<file path="config.mk">
export PLATFORM = sky130hd
export DESIGN_NAME = cell_writer
export DESIGN_NICKNAME = d
export VERILOG_FILES = /design/src/rtl/cell_writer_pkg.sv /design/src/rtl/cell_writer.sv
export SDC_FILE = /design/constraint.sdc
export NUM_CORES = 1
export LEC_CHECK = 0
export ABC_AREA = 1
export CAP_MARGIN = 20
export CORE_ASPECT_RATIO = 1.2
export CORE_MARGIN = 1.5
export CORE_UTILIZATION = 40
export DETAILED_ROUTE_END_ITERATION = 10
export PLACE_DENSITY = 0.77
export SLEW_MARGIN = 40
export SYNTH_ARGS = -nofsm -noshare
export SYNTH_HDL_FRONTEND = slang
export SYNTH_SLANG_ARGS = --single-unit
export TNS_END_PERCENT = 20
</file>
<file path="constraint.sdc">
create_clock -name clk -period 1.4 [get_ports clk]
set_input_delay 0.14 -clock clk [delete_from_list [all_inputs] [get_ports clk]]
set_output_delay 0.14 -clock clk [all_outputs]
set_load 0.03 [all_outputs]
</file>
<file path="src/rtl/cell_writer_pkg.sv">
// Shared definitions for the arena port b engines (cell_reader / cell_writer):
// row-address width, default arena dimensions and the writer FSM encoding.
package cell_writer_pkg;

   localparam int unsigned RowAddrW       = 8;
   localparam int unsigned DefArenaWidth  = 10;
   localparam int unsigned DefArenaHeight = 10;

   typedef enum logic [2:0] {
      StIdle    = 3'd0,
      StRead    = 3'd1,
      StCapture = 3'd2,
      StWrite   = 3'd3,
      StSkip    = 3'd4
   } cw_state_e;

endpackage

</file>
<file path="src/rtl/cell_writer.sv">
// Single-cell write engine for arena port b: read-modify-write of one row so
// that only the addressed bit is set, cleared or inverted.
module cell_writer
   import cell_writer_pkg::*;
#(
   parameter int unsigned ARENA_WIDTH  = DefArenaWidth,
   parameter int unsigned ARENA_HEIGHT = DefArenaHeight
) (
   input  logic                   clk,
   input  logic                   reset,
   input  logic                   start,
   output logic                   ready,
   input  logic [RowAddrW-1:0]    cell_column,
   input  logic [RowAddrW-1:0]    cell_row,
   input  logic                   cell_value,
   input  logic                   cell_toggle,
   output logic [RowAddrW-1:0]    arena_row_select,
   input  logic [ARENA_WIDTH-1:0] arena_columns_in,
   output logic [ARENA_WIDTH-1:0] arena_columns_out,
   output logic                   arena_write
);

   cw_state_e             state_q, state_d;
   logic [RowAddrW-1:0]    col_q, col_d;
   logic [RowAddrW-1:0]    row_q, row_d;
   logic                   val_q, val_d;
   logic                   tog_q, tog_d;
   logic [RowAddrW-1:0]    row_sel_q, row_sel_d;
   logic [ARENA_WIDTH-1:0] buf_q, buf_d;
   logic                   in_range;

   // Replace bit[col] of a row with val, or with its inverse when tog is set.
   function automatic logic [ARENA_WIDTH-1:0] merge_cell(
      input logic [ARENA_WIDTH-1:0] row_bits,
      input logic [RowAddrW-1:0]    col,
      input logic                   val,
      input logic                   tog
   );
      logic [ARENA_WIDTH-1:0] mask;
      logic                   bit_new;
      mask    = ARENA_WIDTH'(1) << col;
      bit_new = tog ? ~|(row_bits & mask) : val;
      return bit_new ? (row_bits | mask) : (row_bits & ~mask);
   endfunction

   assign in_range = (32'(cell_column) < ARENA_WIDTH) && (32'(cell_row) < ARENA_HEIGHT);

   always_comb begin
      state_d   = state_q;
      col_d     = col_q;
      row_d     = row_q;
      val_d     = val_q;
      tog_d     = tog_q;
      row_sel_d = row_sel_q;
      buf_d     = buf_q;
      unique case (state_q)
         StIdle: begin
            if (start) begin
               col_d = cell_column;
               row_d = cell_row;
               val_d = cell_value;
               tog_d = cell_toggle;
               if (in_range) begin
                  row_sel_d = cell_row;
                  state_d   = StRead;
               end else begin
                  state_d = StSkip;
               end
            end
         end
         StRead:    state_d = StCapture;
         StCapture: begin
            buf_d   = merge_cell(arena_columns_in, col_q, val_q, tog_q);
            state_d = StWrite;
         end
         StWrite:   state_d = StIdle;
         StSkip:    state_d = StIdle;
         default:   state_d = StIdle;
      endcase
   end

   always_ff @(posedge clk) begin
      if (reset) begin
         state_q   <= StIdle;
         col_q     <= '0;
         row_q     <= '0;
         val_q     <= 1'b0;
         tog_q     <= 1'b0;
         row_sel_q <= '0;
         buf_q     <= '0;
      end else begin
         state_q   <= state_d;
         col_q     <= col_d;
         row_q     <= row_d;
         val_q     <= val_d;
         tog_q     <= tog_d;
         row_sel_q <= row_sel_d;
         buf_q     <= buf_d;
      end
   end

   assign ready             = (state_q == StIdle);
   assign arena_row_select  = row_sel_q;
   assign arena_columns_out = buf_q;
   // Gated by reset so a reset landing in the WRITE cycle never commits a row.
   assign arena_write       = (state_q == StWrite) && !reset;

endmodule

</file>
[Yosys cells after proc, flatten, opt, wreduce, memory -nomap -nowiden]
Cells that the tools add are included.
Cells by class
  order comparisons: 2
  eq/ne operators: 4
  shift-type cells: 1
  mux-type cells: 5
  bitwise logic cells: 4
  reductions and logical operators: 8
Operators by type and width (number)
  $and A10 B10 Y10: 2
  $lt A8 B4 Y1 const B: 2
  $mux W10: 1
  $not A10 Y10: 1
  $or A10 B10 Y10: 1
  $reduce_or A10 Y1: 1
  $shl A1 B8 Y10 const A: 1
  $pmux W3 S3: 1
  $eq A3 B2 Y1 const B: 2
  $mux W3: 2
  $eq A3 B1 Y1 const B: 1
  $logic_not A3 Y1: 1
  $reduce_and A3 Y1: 1
  $logic_and A1 B1 Y1: 2
  $logic_not A1 Y1: 2
  $ne A2 B2 Y1 const B: 1
  $reduce_and A2 Y1: 1
  $mux W1: 1
Storage, ports and cells
  register bits after elaboration: 31
  output and inout port bits: 20
  word-level logic and storage cells: 30

[Logic depth before layout (Yosys ltp)]
Gate-level depths: netlist of the first run.
  depth in word-level cells: 6
  gate-level depth with buffers: 10

[Worst setup path after synthesis of the first run]
OpenSTA, ideal clock, no wires.
  path type: flip-flop to flip-flop
  from: register col_q[7]
  to: register buf_q[0] (netlist: arena_columns_out[0])
  setup time: 0.124 ns
  arrival: 1.166 ns
  data required time: 1.276 ns
  path slack: 0.110 ns
  stages on the path, launching flop included: 11
  cells stage by stage: dfxtp_1 nor2_2 nand3_1 nor2_2 nand2_2 nor2_2 nor2_2 nand3_4 nand3_1 nand2_1 a21oi_2
On the way
  cells in the longest elaborated chain, start to end: 6
  elaborated cells between the ends (all ways): 9
  classes of those cells: shift (1); mux (2); bitwise (4); reduce/logical (2)
RTL lines
  from (decl): line cell_writer.sv:24  | logic [RowAddrW-1:0] col_q, col_d;
  from (signal assigned): line cell_writer.sv:93  | col_q <= col_d;
  $shl A1 B8 Y10 (*): line cell_writer.sv:41  | mask = ARENA_WIDTH'(1) << col;
  $and A10 B10 Y10: line cell_writer.sv:42  | bit_new = tog ? ~|(row_bits & mask) : val;
  $reduce_or A10 Y1: line cell_writer.sv:42
  $logic_not A1 Y1: line cell_writer.sv:42
  $mux W1: line cell_writer.sv:42
  $mux W10 (*): line cell_writer.sv:43  | return bit_new ? (row_bits | mask) : (row_bits & ~mask);
  to (signal assigned): line cell_writer.sv:98  | buf_q <= buf_d;
  to (decl): line cell_writer.sv:29  | logic [ARENA_WIDTH-1:0] buf_q, buf_d;
Mark *: on every way between the ends. The rest lies on a longest branch, timed or not.
A chain may end at the register's enable or synchronous reset.

[Final worst setup path of the first run]
  from: register col_q[5]
  to: register buf_q[9] (netlist: arena_columns_out[9])
Same word-level chain as after synthesis.

==> impl_metrics.yaml, run 1 <==
power:
  p_total_mw: 2.08
  powerDensity_nw_per_um2: 876
  ir_drop_mv: 0.729
  leakagePower_nw: 0.974
detailed_routing:
  drt_wl_total_um: 3760
  route.detailed.drc: 0
  post_drt_wl_per_cell_um: 11.2
  vias: 1616
  drt-initial-drc-count: 72
  firstDrtPassIters: 4
  avgViaCountPerCell: 4.81
  drtAntennaViolNets: 0
layout:
  layout-drive-gt1-share: 0.254
  final_cells: 336
  antenna_cells: 0
  num-nets-final: 314
  synthToLayoutAreaGrowth_pct: 55.4
global_routing:
  grt_pass1_wl_um: 6310
  overflow: 0
  antenna_found_initial: 0
  track_usage: 0.196
  grt_max_degree: 21
  grt_pass1_vias: 1611
placed_design:
  dpl.hpwl_um: 2760
  dp.cells: 327
  place.gp.congestion: 0.786
  port_buffers: 50
  pre_cts_ws_ns: -0.185
sta:
  setup_viol: 10
  tns_ns: -0.475
  holdWs_ns: 0.443
  final-hold-violation-count: 0
  skew_ns: 0.00865
  report.final.slew_viol_count: 0
  fin_ws_ns: -0.0682
  slew_headroom: 0.782
  worstMarginPinSlew_ns: 0.325
  period_needed_ns: 1.47
  fin_crit_sh: 1.05
  rsz0062_at_grt: "yes"
  fmax_ghz: 0.681
worst_setup_path:
  path_class: "register to register"
  cp.required_ns: 1.57
  critPathLaunchType: "register"
  crit_arrival_ns: 1.64
  cp_max_fo: 5
  worst_setup_path_end_kind: "register"
clocking:
  clkSinkCount: 31
  cts-root-buf: "clkbuf_8"
  htreeDepth: 2
  clock_latency_ns: 0.29
  cts_tree: "built"
  cts.reportedPaths.clkPinSlew_ns: 0.06
  cts_made_buffers: 5
  clock_path_buffers: 2
die:
  placementRows: 24
  ios: 51
  core-area_um2: 3630
  die_h_um: 70.7
  die_x_um: 59.4
  die-area_um2: 4200
  initial_core_util: 0.420
run_status:
  violations: "setup timing"
  status: "finished, violations left"
yosys:
  synth_edf_count: 0
  ys_seq_elements: 31
  yosys.area.top_type_share: 0.406
  synth_cell_types: 22
  ys.flop_type: "dfxtp_1"
  yosysWarnings: 0
  synth_area_um2: 1530
  synth_area_per_cell_um2: 7.07
  syn-num-nets: 247
  synth_top_cell_by_area: "dfxtp_1"
  async_flop_share: 0
  syn_inst: 216
  ys_top_cells_by_area: "dfxtp_1 41%, nor2_1 10%, nand2_1 8.8%"
  synth.most_common_cell: "nor2_1"
  ys_seq_area_frac: 0.406
  synth_common_cells: "41 x nor2_1, 36 x nand2_1, 31 x dfxtp_1"
hold_path:
  hold_class: "input pin to register"
job:
  drv_cap: 0
==> registers in the layout (all words and copies together), names as in the netlist <==
register,count
arena_row_select,8
col_q,8
tog_q,1
arena_columns_out,10
val_q,1
state_q,3
==> area by class of cell <==
cell class | count | area [um2]
clock buffers | 8 | 100
inverters | 19 | 71.3
well taps | 52 | 65.1
repair buffers | 65 | 586
multi-input cells | 161 | 927
fillers | 336 | 1260
flip-flops and latches | 31 | 626
==> cell usage in the layout, fill, tap and decap left out <==
master and count:
nor2_2 6, nor3_2 2, inv_1 14, o21ai_1 1
dfxtp_1 27, nor3_4 1, nor4_1 1, clkbuf_1 1
dfxtp_2 4, nand3_4 5, nand3_1 23, o21ai_0 11
dlygate4sd2_1 18, clkdlybuf4s50_1 30, inv_2 5, nand2_1 33
buf_4 17, a21oi_2 10, a21oi_1 11, nand2_2 5
nor4_2 1, nor2_4 8, clkbuf_8 7, a211oi_1 1
nand3_2 1, and3_1 4, nor3_1 2, nor2_1 35
==> power breakdown <==
group          switching, mW  internal (mW)  total, mW  leakage, nW
sequential            0.0232          0.906      0.930        0.253
combinational          0.195          0.174      0.368        0.669
clock                  0.335          0.448      0.783       0.0515
total                  0.553           1.53       2.08        0.974
==> critical path, stage by stage, from the launching register on <==
cell,delay [ns]
dfxtp_2,0.33
nor2_4,0.16
nand3_4,0.11
nor2_4,0.15
nand3_1,0.12
nand2_2,0.12
nor2_4,0.05
nand3_4,0.10
nand3_1,0.07
nand2_1,0.09
a21oi_2,0.05
==> routing by layer <==
layer | routed length (um) | GRT usage
met1 | 1520 | 0.207
met3 | 214 | 0.0640
met5 | 0 | 0
met2 | 1970 | 0.337
met4 | 62 | 0.0985
==> timing repair <==
item / 4_1_cts / 5_1_grt
resized for setup: 32 / 15
pin swaps: 9 / 3
buffers inserted: 0 / 0
hold buffers: 0 / 0
endpoints found under the setup margin: 28 / 20
cloned: 1 / 0
hold endpoints to repair: 0 / 0
==> final timing paths <==
| kind | to | slack, ns | startpoint | cells past startpoint |
|---|---|---|---|---|
| hold / removal | val_q | 0.44 | cell_value | 3 |
| setup / recovery | arena_columns_out[9] | -0.07 | col_q[5] | 10 |
| hold reg to reg | val_q | 0.47 | val_q | 2 |
| setup reg to reg | arena_columns_out[9] | -0.07 | col_q[5] | 10 |
==> per-stage QoR <==
step                utilization  cell area [um2]
floorplan                     -             1530
global placement          0.598             2170
detailed placement        0.598             2170
CTS                       0.637             2320
global route              0.654             2370
finish                    0.654             2370
==> cells by family (layout without fill, tap and decap cells) <==
family / count (synthesis) / count (layout) / share of synthesized area
compound gates: 34 / 34 / 0.138
simple gates: 126 / 127 / 0.391
flops: 31 / 31 / 0.406
buf+inv: 25 / 92 / 0.0647
Note: power is estimated with default switching activity, not from simulation.
==> run 2: changes to the inputs <==
--- a/config.mk
+++ b/config.mk
@@ -11,8 +11,8 @@
 export CORE_MARGIN = 1.5
 export CORE_UTILIZATION = 40
 export DETAILED_ROUTE_END_ITERATION = 10
-export PLACE_DENSITY = 0.77
-export SLEW_MARGIN = 40
+export PLACE_DENSITY = 0.8
+export SLEW_MARGIN = 10
 export SYNTH_ARGS = -nofsm -noshare
 export SYNTH_HDL_FRONTEND = slang
 export SYNTH_SLANG_ARGS = --single-unit
==> constraint.sdc (replaced) <==
create_clock -name clk -period 1.3 [get_ports clk]
set_input_delay 0.13 -clock clk [delete_from_list [all_inputs] [get_ports clk]]
set_output_delay 0.13 -clock clk [all_outputs]
set_load 0.03 [all_outputs]
==> run 2 against run 1 <==
  * Worst setup slack lost 0.076 ns
  * Sequential power grew 8%
  * Highest routed layer unchanged
  * Maximum frequency grew 1.6%
  * The run still ends with setup timing left
  * Core utilization grew 0.62 points
  * Critical path type unchanged
  * Worst hold slack lost 0.27 ns
  * Combinational power grew 7.3%
  * Sequential share of layout area shrank 0.30 points
  * Count of clock-buffer cells in the layout shrank 2
  * Power grew 2.5%
  * Non-clock buffer count grew 4
  * Largest cell class unchanged
==> impl_metrics.yaml, run 2 (synthesis gave the netlist of run 1 again) <==
global_routing:
  grt_max_degree: 21
  overflow: 0
  grt_pass1_vias: 1554
  track_usage: 0.191
  antenna_found_initial: 0
  grt_pass1_wl_um: 6240
detailed_routing:
  avgViaCountPerCell: 4.81
  post_drt_wl_per_cell_um: 11.0
  route.met2.wl_um: 1870
  vias: 1637
  drt_wl_total_um: 3730
  drtAntennaViolNets: 0
  dr_wl_met3_um: 243
  highest_layer: "met4"
  drt-initial-drc-count: 58
  met1Wirelength_um: 1560
  route.detailed.drc: 0
  firstDrtPassIters: 4
worst_setup_path:
  critPathLaunchType: "register"
  critical_path.max_stage_delay_ns: 0.34
  path_class: "register to register"
  cp_top_family: "simple AND/OR/NAND/NOR gates"
  cpMaxStageDelayCell: "dfxtp_2"
  path_buf_inv: 0
  cpMostUsedCell: "nor2_4"
  path_cells: "nor2_4 -> nand3_2 -> nor2_4 -> nand2_2 -> nor2_4 -> nor2_4 -> nand3_2 -> nand3_1 -> nand2_1 -> a21oi_2"
  cp.required_ns: 1.48
  worst_setup_path_end_kind: "register"
  crit_arrival_ns: 1.62
  regToRegEndpoint: "arena_columns_out[0]"
  worstReg2RegStart: "col_q[5]"
  reg2reg_setup_slack_ns: -0.14
  cp_max_fo: 5
  rr_worst_depth: 10
sta:
  skew_ns: 0.00544
  setup_viol: 10
  slew_headroom: 0.789
  fin_crit_sh: 1.11
  final-hold-violation-count: 0
  rsz0062_at_grt: "yes"
  tns_ns: -1.28
  period_needed_ns: 1.44
  fin_ws_ns: -0.145
  worstMarginPinSlew_ns: 0.314
  fmax_ghz: 0.692
  report.final.slew_viol_count: 0
layout:
  final_cell_mix: "36 x nor2_1, 34 x nand2_1, 28 x dfxtp_1, 28 x clkdlybuf4s50_1, 23 x nand3_1"
  layout-drive-gt1-share: 0.257
  fillers: 333
  largest_register_ffs: 10
  layout_commonest_cell: "nor2_1"
  synthToLayoutAreaGrowth_pct: 56.9
  antenna_cells: 0
  num-nets-final: 318
die:
  die-area_um2: 4200
  placementRows: 24
  ios: 51
  die_x_um: 59.4
  core-area_um2: 3630
  initial_core_util: 0.420
  die_h_um: 70.7
power:
  p_total_mw: 2.13
  powerDensity_nw_per_um2: 890
  ir_drop_mv: 0.656
  leakagePower_nw: 1.01
clocking:
  clock_path_buffers: 2
  clkSinkCount: 31
  cts-root-buf: "clkbuf_8"
  post-cts-setup-buffers: 0
  clock_latency_ns: 0.29
  htreeDepth: 2
  postCtsHoldBufs: 0
  cts_made_buffers: 5
  cts_tree: "built"
  cts.reportedPaths.clkPinSlew_ns: 0.07
placed_design:
  place.gp.congestion: 0.781
  dpl.hpwl_um: 2690
  port_buffers: 50
hold_path:
  hold_class: "input pin to register"
  hold_path_end: "col_q[5]"
  hp-start: "cell_column[5]"
  whs_path_depth: 3
run_status:
  status: "finished, violations left"
  violations: "setup timing"
job:
  drv_cap: 0
==> run 2: routing by layer <==
layer / up-vias / global-route usage
li1: 848 / -
met1: 737 / 0.197
met2: 47 / 0.344
met3: 5 / 0.0676
met4: 0 / 0.0682
met5: - / 0
==> run 2: where the power goes <==
group	switching, mW	internal [mW]	leakage, nW
Clock	0.365	0.373	0.0412
Sequential	0.0251	0.975	0.253
Combinational	0.201	0.195	0.711
Total	0.591	1.54	1.01
==> run 2: layout make-up <==
type	count	area, um2	area share
well taps	52	65.1	0.0271
clock buffers	6	72.6	0.0303
inverters	19	71.3	0.0297
flip-flops and latches	31	624	0.260
repair buffers	69	641	0.267
multi-input cells	161	911	0.380
clock inverters	2	12.5	0.00522
==> run 2: worst max path at each step <==
| stage | slack, ns | depth (start not counted) | start | end |
|---|---|---|---|---|
| 3_3_place_gp | -0.20 | 7 | cell_row[4] | arena_row_select[1] |
| 2_1_floorplan | 0.01 | 10 | col_q[7] | arena_columns_out[0] |
| 5_1_grt | -0.25 | 10 | col_q[5] | arena_columns_out[3] |
| 6_report | -0.14 | 10 | col_q[5] | arena_columns_out[0] |
| 3_5_place_dp | -0.30 | 7 | cell_column[7] | arena_row_select[2] |
| 4_1_cts | -0.14 | 10 | col_q[5] | arena_columns_out[0] |
==> run 2: metrics by stage <==
stage	cell area [um2]	std cells	util	setup WS, ns	hold slack [ns]
6_report	2400	340	0.660	-0.145	0.176
5_1_grt	2400	340	0.660	-0.255	0.193
3_3_place_gp	2220	331	0.610	-0.198	0.459
4_1_cts	2340	340	0.643	-0.141	0.421
3_5_place_dp	2220	331	0.610	-0.300	0.463
2_1_floorplan	1530	216	-	0.0104	0.294
==> run 2: what timing repair did <==
action                     in CTS  in global routing
setup endpoints to repair      30                 20
pin swaps                       7                  2
cloned                          1                  0
resized for setup              31                 19
==> run 2: worst register-to-register path, stage by stage (launching register included) <==
cell and delay, ns:
dfxtp_2 0.34, nor2_4 0.13, nand3_2 0.13, nor2_4 0.17
nand2_2 0.10, nor2_4 0.11, nor2_4 0.06, nand3_2 0.10
nand3_1 0.08, nand2_1 0.08, a21oi_2 0.05
